$ cat src/rtl/div_iter.sv
// Radix-2 restoring 32/32 divider (signed/unsigned), result {rem, quo}; 32 step cycles after acceptance, 2 for a zero divisor.
// Result is held while start_i stays high; flush/annul_i abort to idle on the next edge.
module div_iter (
  input  logic        clk,
  input  logic        rst,
  input  logic        flush,
  input  logic        annul_i,
  input  logic        start_i,
  input  logic        signed_div_i,
  input  logic [31:0] opdata1_i,
  input  logic [31:0] opdata2_i,
  output logic        ready_o,
  output logic [63:0] result_o
);

  localparam logic [1:0] S_FREE   = 2'd0;
  localparam logic [1:0] S_BYZERO = 2'd1;
  localparam logic [1:0] S_ON     = 2'd2;
  localparam logic [1:0] S_END    = 2'd3;

  logic [1:0]  state;
  logic [4:0]  cnt;
  logic [31:0] rem;
  logic [31:0] quo;
  logic [31:0] dvs;
  logic        neg_q;
  logic        neg_r;

  logic        cancel;
  logic        dvd_neg;
  logic        dvs_neg;
  logic [31:0] dvd_mag;
  logic [31:0] dvs_mag;
  logic        ge;
  logic [31:0] rem_step;
  logic [31:0] quo_step;
  logic [31:0] q_fix;
  logic [31:0] r_fix;

  always_comb begin
    cancel   = flush | annul_i;
    dvd_neg  = signed_div_i & opdata1_i[31];
    dvs_neg  = signed_div_i & opdata2_i[31];
    dvd_mag  = dvd_neg ? (32'd0 - opdata1_i) : opdata1_i;
    dvs_mag  = dvs_neg ? (32'd0 - opdata2_i) : opdata2_i;
    // Partial remainder is 33 bits after the shift; the difference always fits in 32 when it is taken.
    ge       = {rem, quo[31]} >= {1'b0, dvs};
    rem_step = ge ? ({rem[30:0], quo[31]} - dvs) : {rem[30:0], quo[31]};
    quo_step = {quo[30:0], ge};
    q_fix    = neg_q ? (32'd0 - quo_step) : quo_step;
    r_fix    = neg_r ? (32'd0 - rem_step) : rem_step;
  end

  always_ff @(posedge clk) begin
    if (rst) begin
      state    <= S_FREE;
      cnt      <= 5'd0;
      rem      <= 32'd0;
      quo      <= 32'd0;
      dvs      <= 32'd0;
      neg_q    <= 1'b0;
      neg_r    <= 1'b0;
      ready_o  <= 1'b0;
      result_o <= 64'd0;
    end else begin
      case (state)
        S_FREE: begin
          if (!cancel && start_i) begin
            cnt <= 5'd0;
            if (opdata2_i == 32'd0) begin
              state <= S_BYZERO;
            end else begin
              state <= S_ON;
              rem   <= 32'd0;
              quo   <= dvd_mag;
              dvs   <= dvs_mag;
              neg_q <= dvd_neg ^ dvs_neg;
              neg_r <= dvd_neg;
            end
          end
        end
        S_BYZERO: begin
          if (cancel) begin
            state <= S_FREE;
          end else if (cnt == 5'd0) begin
            cnt <= 5'd1;
          end else begin
            state    <= S_END;
            ready_o  <= 1'b1;
            result_o <= 64'd0;
          end
        end
        S_ON: begin
          if (cancel) begin
            state <= S_FREE;
          end else begin
            rem <= rem_step;
            quo <= quo_step;
            cnt <= cnt + 5'd1;
            if (cnt == 5'd31) begin
              state    <= S_END;
              ready_o  <= 1'b1;
              result_o <= {r_fix, q_fix};
            end
          end
        end
        default: begin
          if (cancel || !start_i) begin
            state    <= S_FREE;
            ready_o  <= 1'b0;
            result_o <= 64'd0;
          end
        end
      endcase
    end
  end

endmodule

$ cat config.mk
export PLATFORM = sky130hd
export DESIGN_NAME = div_iter
export DESIGN_NICKNAME = d
export VERILOG_FILES = /design/src/rtl/div_iter.sv
export SDC_FILE = /design/constraint.sdc
export NUM_CORES = 1
export LEC_CHECK = 0
export CAP_MARGIN = 20
export CORE_MARGIN = 5
export CORE_UTILIZATION = 58
export CTS_CLUSTER_DIAMETER = 100
export CTS_CLUSTER_SIZE = 8
export DETAILED_ROUTE_END_ITERATION = 12
export GPL_TIMING_DRIVEN = 1
export PLACE_DENSITY_LB_ADDON = 0.2
export SKIP_CTS_REPAIR_TIMING = 1
export SYNTH_ARGS = -nofsm -noshare
export SYNTH_HDL_FRONTEND = slang
export SYNTH_SLANG_ARGS = --single-unit
$ cat constraint.sdc
create_clock -name clk -period 6.3 [get_ports clk]
set_input_delay 0.945 -clock clk [delete_from_list [all_inputs] [get_ports clk]]
set_output_delay 0.945 -clock clk [all_outputs]
set_load 0.02 [all_outputs]
==> results.toml, run 1 <==
[yosys]
syn-cell-area_um2 = 11700
post_synth.cell_area_avg_um2 = 7.42
synth-async-reset-ratio_pct = 0
ys_types = 79
postSynthCellCount = 1577
ys_seq_elements = 170
yosysWarnings = 0
synth.net_count = 1691
ys.flop_type = "dfxtp_1"
synth_edf_count = 0
synth_seq_area_share_pct = 29.1

[power_and_ir_drop]
switchingPower_uw = 1260
total_power_uw = 3290
p_clk_share_pct = 31.8
p_per_area_nw_per_um2 = 241
pwr-share-comb_pct = 33.6
p_leak_uw = 0.00511
seqPwrFrac_pct = 34.5
p_sw_share_pct = 38.2
internal_power_uw = 2040
peakVddDrop_v = 0.000174

[grt]
first_global_vias = 10500
grt_max_degree = 75
gr-total-overflow = 0
antenna_found_initial = 0
grt_pass1_wl_um = 55900
track_usage_pct = 29.1

[drt]
drc = 0
ant_nets = 0
post_drt_wl_per_cell_um = 18.1
via_per_inst = 5.99
dr_total_vias = 11500
drt_iter0_drc = 871
drt_first_pass_iters = 6
wirelength_um = 35000

[cts]
cts.path.max_buffers = 2
numCtsBuffers = 17
clock_sinks = 170
cts_tree = "yes"
ctsHtreeMaxLevel = 4
clkSlewWorstSetupHoldPaths_ns = 0.08
clock_latency_ns = 0.44
cts_root_buf = "clkbuf_16"

[critical_path]
reg2reg_slack_ns = 0.85
slowest_stage = "a31oi_4"
critPathKind = "reg2reg"
r2r_start = "rem[3]"
reg2reg_to = "result_o[62]"
worstPathRequired_ns = 6.60
endpoint = "result_o[62]"
path_max_fanout = 30
cp-start-kind = "flop"
path_cells = "ha_1, nand2_1, a211oi_2, o211a_1, o21ai_2, a31oi_4, inv_4, nand2_1, o21ai_0, inv_1, ha_1, nand2_1, nor4_1, mux2i_1, a21oi_1, nand4_1, o41ai_1, xor2_1, o21ai_1"
worstRegToRegCells = 19
cpMostUsedCell = "nand2_1"
cp-end-kind = "flop"
crit_start = "rem[3]"
arrival_ns = 5.75
slowest_delay_ns = 0.86

[placement]
port_buffers = 134
routabilityCongestion = 0.981
place_hpwl_um = 26500
place_area_um2 = 13100

[sta]
hold_viol = 0
fin_crit_sh_pct = 86.6
worst_hold_slack_ns = 0.453
setup_viol = 0
slew_headroom_pct = 27.6
fin_skew_ns = 0.0232
rsz0062_at_grt = "false"
slew_viol_final = 0
fin_crit_ns = 5.45
timing.fmax_mhz = 183
worst_pin_slew_ns = 1.09
fin_tns_setup_ns = 0

[floorplan]
die_h_um = 152
ioPinCount = 135
initial_core_util_pct = 58.4
die-area_um2 = 23100
rows = 52
core_area_um2 = 20000
fp.dieW_um = 152

[finish]
diodes = 0
syn_to_final_growth_pct = 16.7
final_area_um2 = 13700
fin_util_pct = 68.1
nets = 1758
layout-drive-gt1-share_pct = 4.83

[flow_run]
maxCapViolCount = 0

[min_path]
min_path_type = "reg2reg"

[outcome]
status = "finished, final reports clean"
[sequential cells by signal (all words and copies together), names as in the netlist]
signal / count
neg_q: 1
quo: 32
dvs: 32
ready_o: 1
rem: 32
result_o: 64
state: 2
cnt: 5
neg_r: 1
[power groups by stage]
| stage | Combinational (uW) | Sequential (uW) | Clock (uW) |
|---|---|---|---|
| after floorplan | 796 | 1150 | 0 |
| after global placement | 1070 | 1160 | 0 |
| after detailed placement | 1080 | 1160 | 0 |
| after CTS | 1090 | 1140 | 1060 |
| after global routing | 1210 | 1140 | 1110 |
| final | 1110 | 1140 | 1050 |
[synthesized netlist by cell type, types with 5 or more instances]
library cell	instances	area share, %
a211oi_1	34	2.2
a21o_1	13	0.83
a21oi_1	114	4.9
a22o_1	6	0.45
a22oi_1	49	3.1
a31oi_1	10	0.53
and2_1	7	0.37
and3_1	5	0.27
buf_2	16	0.68
clkbuf_1	71	2.3
dfxtp_1	170	29
ha_1	43	4.6
inv_1	58	1.9
mux2i_1	15	1.3
nand2_1	246	7.9
nand2b_1	12	0.64
nand3_1	21	0.90
nand3b_1	6	0.39
nand4_1	13	0.70
nand4b_1	5	0.37
nor2_1	174	5.6
nor2b_1	16	0.86
nor3_1	38	1.6
nor4_1	10	0.53
o211ai_1	18	1.2
o21ai_0	108	4.6
o21ai_1	9	0.39
o21bai_1	5	0.32
o31ai_1	19	1.2
o41ai_1	13	0.97
or2_2	7	0.37
or3_1	16	0.86
or4_1	12	0.77
xnor2_1	81	6.1
xor2_1	60	4.5
[metal layers]
layer | GRT usage [%] | share of wire [%] | vias to the layer above | wire, um
li1 | - | - | 5708 | -
met1 | 42.3 | 46 | 5337 | 16100
met2 | 45.7 | 45 | 443 | 15700
met3 | 3.81 | 7.2 | 50 | 2500
met4 | 7.23 | 1.8 | 0 | 637
met5 | 0 | 0 | - | 0
[layout by cell type, fill, tap and decap left out, drive strengths merged, types with 11 or more instances in the layout]
cell           Yosys  layout
or3               16      16
or4               12      12
nor2             174     174
a22oi             49      49
o31ai             19      19
nand2            246     246
mux2i             15      15
dfxtp            170     170
buf               26      12
nor2b             16      16
nand3             21      21
a21oi            116     116
xor2              60      60
xnor2             81      81
a211oi            38      38
o41ai             15      15
o211ai            18      18
nand4             14      14
a31oi             11      11
nand2b            12      12
nor3              38      38
ha                43      43
clkbuf            71      17
inv               59      64
clkdlybuf4s50      0     133
a21o              13      13
o21ai            118     118
[worst min path at each step]
stage	startpoint	end	slack [ns]	cells past startpoint
2_1_floorplan	dvs[31]	dvs[31]	0.43	2
3_3_place_gp	result_o[25]	result_o[25]	0.44	2
3_5_place_dp	result_o[54]	result_o[54]	0.44	2
4_1_cts	result_o[5]	result_o[5]	0.46	2
5_1_grt	result_o[5]	result_o[5]	0.48	2
6_report	result_o[54]	result_o[54]	0.45	2
[cell families (layout without fill, tap and decap cells)]
group,count (synthesis),count (layout),share of synthesized area (%)
AO/OA/AOI/OAI,445,445,25.1
XOR/XNOR,141,141,10.6
adder cells (fa/ha/maj),44,44,4.77
buffers and inverters,156,236,5.49
flip-flops,170,170,29.1
multiplexers,16,16,1.38
AND/OR/NAND/NOR,605,605,23.6
[area by class of cell]
| class | instances | area (um2) |
|---|---|---|
| Multi-Input combinational cell | 1251 | 7670 |
| Fill cell | 1785 | 6390 |
| Sequential cell | 170 | 3400 |
| Timing Repair Buffer | 145 | 1420 |
| Clock buffer | 17 | 425 |
| Tap cell | 270 | 338 |
| Inverter | 59 | 224 |
| Clock inverter | 15 | 173 |
[per-stage QoR]
| step | worst slack (ns) | std cells |
|---|---|---|
| after global routing | 0.517 | 1927 |
| after global placement | 1.20 | 1895 |
| final | 0.847 | 1927 |
| after CTS | 0.959 | 1927 |
| after detailed placement | 1.02 | 1895 |
| after floorplan | 1.82 | 1577 |
[worst max-delay path: cells and delay by family (launching register included)]
| family | cells | cell delay (ns) |
|---|---|---|
| xor gates and xnor gates | 1 | 0.20 |
| adders and majority gates | 2 | 0.67 |
| AOI/OAI and AO/OA | 8 | 2.60 |
| and+or+nand+nor | 5 | 0.86 |
| buffers and inverters | 2 | 0.39 |
| muxes | 1 | 0.22 |
| DFF | 1 | 0.38 |
(Power assumes the default switching activity.)
==> inputs of run 2 (changes only) <==
PLACE_DENSITY_LB_ADDON = 0.25   (was 0.2)
clock period = 5.9 ns   (was 6.3 ns; I/O delays follow)
==> run 2 against run 1 <==
Compared with the run above:
- power rose by 7.2%
- clock power rose by 8%
- die area unchanged
- worst hold slack improved by 0.00064 ns
- maximum frequency grew 16%
- final area is 0.11% higher
==> results.toml, run 2 (synthesis results as in run 1) <==
[cts]
clock_latency_ns = 0.45
cts_tree = "yes"
cts.path.max_buffers = 2
numCtsBuffers = 17
clkSlewWorstSetupHoldPaths_ns = 0.07
cts_root_buf = "clkbuf_16"
clock_sinks = 170
ctsHtreeMaxLevel = 4

[critical_path]
slowest_delay_ns = 0.48
cp-end-kind = "flop"
slowest_stage = "ha_1"
cpMostUsedCell = "nand2_1"
r2r_start = "rem[3]"
worstRegToRegCells = 19
crit_start = "rem[3]"
reg2reg_slack_ns = 1.22
critPathKind = "reg2reg"
cp-start-kind = "flop"
endpoint = "result_o[62]"
arrival_ns = 4.99
path_max_fanout = 15
worstPathRequired_ns = 6.21
reg2reg_to = "result_o[62]"
path_cells = "ha_1, nand2_1, a211oi_2, o211a_1, o21ai_2, a31oi_4, inv_4, nand2_1, o21ai_0, inv_1, ha_1, nand2_1, nor4_1, mux2i_1, a21oi_1, nand4_1, o41ai_1, xor2_1, o21ai_1"

[drt]
wirelength_um = 35000
via_per_inst = 6.05
drc = 0
dr_total_vias = 11700
drt_first_pass_iters = 6
post_drt_wl_per_cell_um = 18.2
drt_iter0_drc = 1073
ant_nets = 0

[grt]
gr-total-overflow = 0
first_global_vias = 10700
grt_pass1_wl_um = 56200
antenna_found_initial = 0
grt_max_degree = 82
track_usage_pct = 29.3

[placement]
place_area_um2 = 13100
routabilityCongestion = 0.989
port_buffers = 134
place_hpwl_um = 26600

[finish]
syn_to_final_growth_pct = 16.8
layout_common_cells = "nand2_1 (246), nor2_1 (172), dfxtp_1 (170), clkdlybuf4s50_1 (133), a21oi_1 (114)"
nets = 1758
diodes = 0
regMostFlops = "result_o"
largest_register_ffs = 64
layout_commonest_cell = "nand2_1"
final_area_um2 = 13700
layout-drive-gt1-share_pct = 4.83

[sta]
fin_skew_ns = 0.0168
fin_tns_setup_ns = 0
hold_viol = 0
slew_headroom_pct = 29.6
worst_pin_slew_ns = 1.05
fin_crit_ns = 4.68
setup_viol = 0
worst_hold_slack_ns = 0.454
timing.fmax_mhz = 214
slew_viol_final = 0
fin_crit_sh_pct = 79.3
rsz0062_at_grt = "false"

[power_and_ir_drop]
seqPwrFrac_pct = 34.4
p_clk_share_pct = 32.0
peakVddDrop_v = 0.000217
p_per_area_nw_per_um2 = 258
p_leak_uw = 0.00512
switchingPower_uw = 1350
p_sw_share_pct = 38.3
internal_power_uw = 2180
pwr-share-comb_pct = 33.6

[floorplan]
die-area_um2 = 23100
core_area_um2 = 20000
die_h_um = 152
rows = 52
ioPinCount = 135
initial_core_util_pct = 58.4
fp.dieW_um = 152

[min_path]
min_path_type = "reg2reg"

[flow_run]
maxCapViolCount = 0

[outcome]
status = "finished, final reports clean"
-- run 2: changes by cell type in the layout (fill, tap and decap cells not counted) --
| cell | previous run | this run |
|---|---|---|
| clkinv_8 | 6 | 5 |
| inv_6 | 3 | 2 |
| buf_4 | 12 | 11 |
| inv_12 | 0 | 1 |
| buf_12 | 0 | 1 |
| inv_8 | 2 | 3 |
-- run 2: how the worst min path moves through the flow --
stage               slack (ns)  cells past startpoint    startpoint           end
floorplan                 0.43                      2       dvs[31]       dvs[31]
global placement          0.44                      2  result_o[40]  result_o[40]
detailed placement        0.44                      2  result_o[40]  result_o[40]
CTS                       0.45                      2   result_o[9]   result_o[9]
global route              0.49                      2  result_o[54]  result_o[54]
finish                    0.45                      2  result_o[40]  result_o[40]
-- run 2: layout make-up --
cell class,instances,area (um2)
multi-input combinational,1251,7670
fill,1780,6370
sequential,170,3400
timing repair buffer,145,1430
clock buffer,17,425
tap,270,338
inverter,59,224
clock inverter,15,175
-- run 2: critical path: cells and delay by family (launching register included) --
kind / cells / cell delay, ns
AOI/OAI and AO/OA: 8 / 2.10
and+or+nand+nor: 5 / 0.76
adders and majority gates: 2 / 0.67
DFF: 1 / 0.37
buffers and inverters: 2 / 0.24
muxes: 1 / 0.22
xor gates and xnor gates: 1 / 0.18
-- run 2: metal layers --
metal | global-route usage [%] | up-vias | wire (um)
met5 | 0 | - | 0
met4 | 8.56 | 0 | 897
met3 | 5.18 | 71 | 2600
met2 | 46.4 | 477 | 15900
met1 | 41.2 | 5417 | 15600
li1 | - | 5700 | -
-- run 2: power groups by stage --
stage	Clock, uW	Sequential [uW]	Combinational, uW
finish	1130	1210	1190
detailed placement	0	1240	1160
global placement	0	1240	1140
floorplan	0	1230	850
CTS	1140	1210	1160
global route	1190	1220	1290
-- run 2: per-stage QoR --
| stage | utilization, % | instances | total power, uW | worst slack, ns |
|---|---|---|---|---|
| 5_1_grt | 68.2 | 1927 | 3690 | 0.796 |
| 3_3_place_gp | 65.2 | 1895 | 2380 | 1.23 |
| 4_1_cts | 68.2 | 1927 | 3510 | 1.35 |
| 6_report | 68.2 | 1927 | 3530 | 1.22 |
| 3_5_place_dp | 65.2 | 1895 | 2400 | 1.16 |
| 2_1_floorplan | - | 1577 | 2080 | 1.42 |
